$ cat src/rtl/calc_result_display.sv
// Sign-magnitude result sink driving two multiplexed active-low 7-segment digits.
// Optional blink-on-capture sequence enabled by defining CALC_DISP_BLINK_EN.
module calc_result_display #(
    parameter int REFRESH_DIV  = 50000,
    parameter int BLINK_CYCLES = 2000000
) (
    input  logic       clk,
    input  logic       rst,
    input  logic       res_valid,
    output logic       res_ready,
    input  logic       res_sign,
    input  logic [2:0] res_mag,
    input  logic       res_zero,
    input  logic       disp_en,
    output logic [6:0] seg_n,
    output logic [1:0] an_n,
    output logic       shown_valid
);

    localparam int DW = (REFRESH_DIV > 2) ? $clog2(REFRESH_DIV) : 1;
    localparam logic [DW-1:0] DIV_MAX = DW'(REFRESH_DIV - 1);

    typedef enum logic {BLANK, SHOW} state_t;

    state_t      state, state_nx;
    logic [DW-1:0] div, div_nx;
    logic        slot, slot_nx;
    logic        h_sign, h_sign_nx;
    logic        h_zero, h_zero_nx;
    logic [2:0]  h_mag, h_mag_nx;
    logic        cap;
    logic        blink_off;
    logic        dark;
    logic [6:0]  seg_nx;
    logic [1:0]  an_nx;

    function automatic logic [6:0] digit(input logic [2:0] m);
        case (m)
            3'd0:    digit = 7'h40;
            3'd1:    digit = 7'h79;
            3'd2:    digit = 7'h24;
            3'd3:    digit = 7'h30;
            3'd4:    digit = 7'h19;
            3'd5:    digit = 7'h12;
            3'd6:    digit = 7'h02;
            default: digit = 7'h78;
        endcase
    endfunction

    // Outputs are registered from next-state values, so a capture or slot
    // change is visible on the pins right after the edge that causes it.
    always_comb begin
        cap       = res_valid && res_ready;
        div_nx    = (div == DIV_MAX) ? '0 : div + DW'(1);
        slot_nx   = (div == DIV_MAX) ? ~slot : slot;
        state_nx  = cap ? SHOW : state;
        h_sign_nx = cap ? res_sign : h_sign;
        h_mag_nx  = cap ? res_mag  : h_mag;
        h_zero_nx = cap ? res_zero : h_zero;
        dark      = (state_nx == BLANK) || !disp_en || blink_off;
        seg_nx    = 7'h7F;
        an_nx     = 2'b11;
        if (!dark) begin
            if (!slot_nx) begin
                an_nx  = 2'b10;
                seg_nx = digit(h_mag_nx);
            end else if (h_sign_nx && !(h_zero_nx || h_mag_nx == 3'd0)) begin
                an_nx  = 2'b01;
                seg_nx = 7'h3F;
            end
        end
    end

    always_ff @(posedge clk or posedge rst) begin
        if (rst) begin
            state  <= BLANK;
            div    <= '0;
            slot   <= 1'b0;
            h_sign <= 1'b0;
            h_mag  <= 3'd0;
            h_zero <= 1'b0;
            seg_n  <= 7'h7F;
            an_n   <= 2'b11;
        end else begin
            state  <= state_nx;
            div    <= div_nx;
            slot   <= slot_nx;
            h_sign <= h_sign_nx;
            h_mag  <= h_mag_nx;
            h_zero <= h_zero_nx;
            seg_n  <= seg_nx;
            an_n   <= an_nx;
        end
    end

    assign shown_valid = (state == SHOW);

`ifdef CALC_DISP_BLINK_EN
    localparam int BW = (BLINK_CYCLES > 2) ? $clog2(BLINK_CYCLES) : 1;
    localparam logic [BW-1:0] BLINK_MAX = BW'(BLINK_CYCLES - 1);

    logic          blink_act, blink_act_nx;
    logic [BW-1:0] blink_cnt, blink_cnt_nx;
    logic [2:0]    blink_ph, blink_ph_nx;

    // Six phases, even ones dark; input is refused until the last phase ends.
    always_comb begin
        blink_act_nx = blink_act;
        blink_cnt_nx = blink_cnt;
        blink_ph_nx  = blink_ph;
        if (cap) begin
            blink_act_nx = 1'b1;
            blink_cnt_nx = '0;
            blink_ph_nx  = 3'd0;
        end else if (blink_act) begin
            if (blink_cnt == BLINK_MAX) begin
                blink_cnt_nx = '0;
                if (blink_ph == 3'd5) blink_act_nx = 1'b0;
                else                  blink_ph_nx  = blink_ph + 3'd1;
            end else begin
                blink_cnt_nx = blink_cnt + BW'(1);
            end
        end
        blink_off = blink_act_nx && !blink_ph_nx[0];
    end

    always_ff @(posedge clk or posedge rst) begin
        if (rst) begin
            blink_act <= 1'b0;
            blink_cnt <= '0;
            blink_ph  <= 3'd0;
            res_ready <= 1'b1;
        end else begin
            blink_act <= blink_act_nx;
            blink_cnt <= blink_cnt_nx;
            blink_ph  <= blink_ph_nx;
            res_ready <= !blink_act_nx;
        end
    end
`else
    assign res_ready = 1'b1;
    assign blink_off = 1'b0;
`endif

endmodule

$ cat config.mk
export PLATFORM = sky130hd
export DESIGN_NAME = calc_result_display
export DESIGN_NICKNAME = d
export VERILOG_FILES = /design/src/rtl/calc_result_display.sv
export SDC_FILE = /design/constraint.sdc
export NUM_CORES = 1
export LEC_CHECK = 0
export ABC_AREA = 1
export CORE_MARGIN = 10
export CORE_UTILIZATION = 46
export DETAILED_ROUTE_END_ITERATION = 12
export PLACE_DENSITY = 0.71
export SYNTH_ARGS = -nofsm -noshare
export SYNTH_HDL_FRONTEND = slang
export SYNTH_SLANG_ARGS = --single-unit
$ cat constraint.sdc
create_clock -name clk -period 2.35 [get_ports clk]
set_input_delay 0.47 -clock clk [delete_from_list [all_inputs] [get_ports clk]]
set_output_delay 0.47 -clock clk [all_outputs]
set_load 0.005 [all_outputs]
==> metrics.yaml <==
cp_max_fo: 1
io_pins: 20
drive_gt1_frac: 0.164
ys_ff_latch: 32
arrival_ps: 1380
finalCriticalPeriod_ps: 1850
portBuffers: 18
track_usage: 0.109
grt_overflow_total: 0
setup_violations: 0
grt_pass1_wl_um: 5600
num_vias: 1284
syn_inst: 196
crit_buf_inv: 1
n_antenna_cell: 0
fillers: 314
clk_latency_ps: 340
tightest_slew_ps: 496
crit_slowest_cell: "dfstp_2"
worstPathCellList: "clkdlybuf4s50_1"
grt_start_max_net_pins: 33
cts_buffer_depth: 2
max_slew_margin: 0.667
crit_path_end_kind: "primary output"
area.growth.synth_to_final_pct: 18.2
synth_area_sq_um: 1640
reg2reg_slack_ps: 790
detail_route.wl_per_cell_um: 11.5
skew_ps: 11.2
num_rows: 21
finalHoldViolations: 0
post_cts_buffers: 0
synth.avg_cell_area_sq_um: 8.38
final.period_utilization: 0.785
nets: 229
die_w_um: 79.8
first_pass_iters: 4
vias_per_cell: 4.83
rsz0062_at_grt: "false"
r2r_cells: 4
cp_top_family: "flip-flops"
cts_sinks: 32
setup_slack_ps: 504
numCtsBuffers: 5
post_cts_resized: 0
clkTransAtPathRegs_ps: 110
die_area_sq_um: 6360
routed_wl_um: 3070
gp_congestion: 0.843
die_h_um: 79.8
startpoint: "seg_n[6]$_DFF_PP1_"
ys_seq_area_frac: 0.494
ir_drop_mv: 0.283
synth_nets: 206
post-route-drc-count: 0
rr_endpoint: "div[3]$_DFF_PP0_"
drt_iter0_markers: 93
path_depth: 1
hp-class: "input pin to asynchronous set/reset pin"
place_ws_ps: 309
root_buffer: "clkbuf_4"
cts_tree: "built"
htree_levels: 2
r2r-start: "div[0]$_DFF_PP0_"
power_density_nw_per_um2: 570
yosysUniqueCellTypes: 32
dpl.hpwl_um: 2280
ant_nets: 0
outcome: "completed"
antenna_found_initial: 0
max_cap_violations: 0
fin_tns_setup_ps: 0
start_kind: "flop"
maxSlewViolCount: 0
worstSetupPathType: "flop to primary output"
grt_pass1_vias: 1260
hold_buffers: 0
leakage_nw: 0.918
cpPeakStageDelay_ps: 530
crit_path_end: "seg_n[6]"
core_region_area_sq_um: 3390
total_power_mw: 1.11
cp.required_ps: 1880
synth_warnings: 0
initial_core_util: 0.485
timing.fmax_mhz: 542
metrics by stage:
| step | util | hold WS [ps] | instances | instance area [sq um] |
|---|---|---|---|---|
| 2_1_floorplan | - | 439 | 196 | 1640 |
| 3_3_place_gp | 0.550 | 469 | 258 | 1870 |
| 3_5_place_dp | 0.550 | 474 | 258 | 1870 |
| 4_1_cts | 0.573 | 493 | 266 | 1940 |
| 5_1_grt | 0.573 | 534 | 266 | 1940 |
| 6_report | 0.573 | 486 | 266 | 1940 |
registers in the layout (all words and copies together) (netlist names):
signal and cells:
h_sign 1, slot 1, shown_valid 1, h_mag 3, an_n 2, h_zero 1, div 16, seg_n 7
cell usage after synthesis:
cell      count  area [sq um]
conb_1        1          3.75
buf_6         1          11.3
xnor2_1       1          8.76
a21oi_1       2          10.0
nor2_4        3          33.8
clkinv_1      1          3.75
buf_1         1          3.75
nand2_1      49           184
dfrtp_1      23           576
dfstp_2       9           236
nor3_1        3          15.0
o21ai_1       4          20.0
or2_2         1          6.26
nor4_2        1          12.5
inv_2         2          7.51
or2_0         1          6.26
o21a_1        1          7.51
nand3_1      14          70.1
nor2_2        2          12.5
a31oi_1       1          6.26
inv_1        24          90.1
o21ai_0       4          20.0
nand3_2       5          50.1
nand2_2       2          12.5
o21bai_1      2          15.0
ha_1          1          12.5
nand2_4       3          33.8
o211ai_1      2          15.0
xor2_1        6          52.6
nand4_1       2          12.5
nor2_1       23          86.3
buf_4         1          7.51
how the worst min path moves through the flow:
| stage | startpoint | to | depth (start not counted) |
|---|---|---|---|
| after global routing | div[0]$_DFF_PP0_ | div[0]$_DFF_PP0_ | 1 |
| after floorplan | h_sign$_DFF_PP0_ | h_sign$_DFF_PP0_ | 2 |
| final | rst | h_sign$_DFF_PP0_ | 3 |
| after CTS | div[0]$_DFF_PP0_ | div[0]$_DFF_PP0_ | 1 |
| after global placement | h_sign$_DFF_PP0_ | h_sign$_DFF_PP0_ | 2 |
| after detailed placement | div[0]$_DFF_PP0_ | div[0]$_DFF_PP0_ | 1 |
report_power, final:
group	internal [mW]	switching (mW)
registers	0.579	0.00505
logic	0.0504	0.0561
clock network	0.223	0.193
layer usage:
metal / vias up / share of wire / track usage
met1: 586 / 0.47 / 0.139
met5: - / 0 / 0
met2: 32 / 0.43 / 0.162
li1: 660 / - / -
met3: 6 / 0.074 / 0.0394
met4: 0 / 0.021 / 0.0493
cell families after synthesis:
group	share of synthesized area
compound gates	0.0571
xor+xnor	0.0373
fa+ha+maj	0.00761
buf+inv	0.0754
flops	0.494
other cells	0.00228
simple gates	0.326
cell type report:
class                           instances  area [sq um]  area share
Clock buffer                            6          41.3      0.0213
Tap cell                               46          57.6      0.0296
Sequential cell                        32           812       0.418
Inverter                               27           101      0.0522
Timing Repair Buffer                   19           188      0.0966
Clock inverter                          2          35.0      0.0180
Multi-Input combinational cell        134           707       0.364
worst min-delay path, cell delays in order:
cell and delay [ps]:
clkdlybuf4s50_1 390, inv_1 50, buf_4 350
cell usage in the layout, fill, tap and decap left out, drive strengths merged:
master         instances
a21oi                  2
a31oi                  1
buf                    1
bufinv                 1
clkbuf                 6
clkdlybuf4s50         18
clkinv                 2
conb                   1
dfrtp                 23
dfstp                  9
ha                     1
inv                   26
nand2                 54
nand3                 19
nand4                  2
nor2                  28
nor3                   3
nor4                   1
o211ai                 2
o21a                   1
o21ai                  8
o21bai                 2
or2                    2
xnor2                  1
xor2                   6
Note: power is estimated with default switching activity, not from simulation.
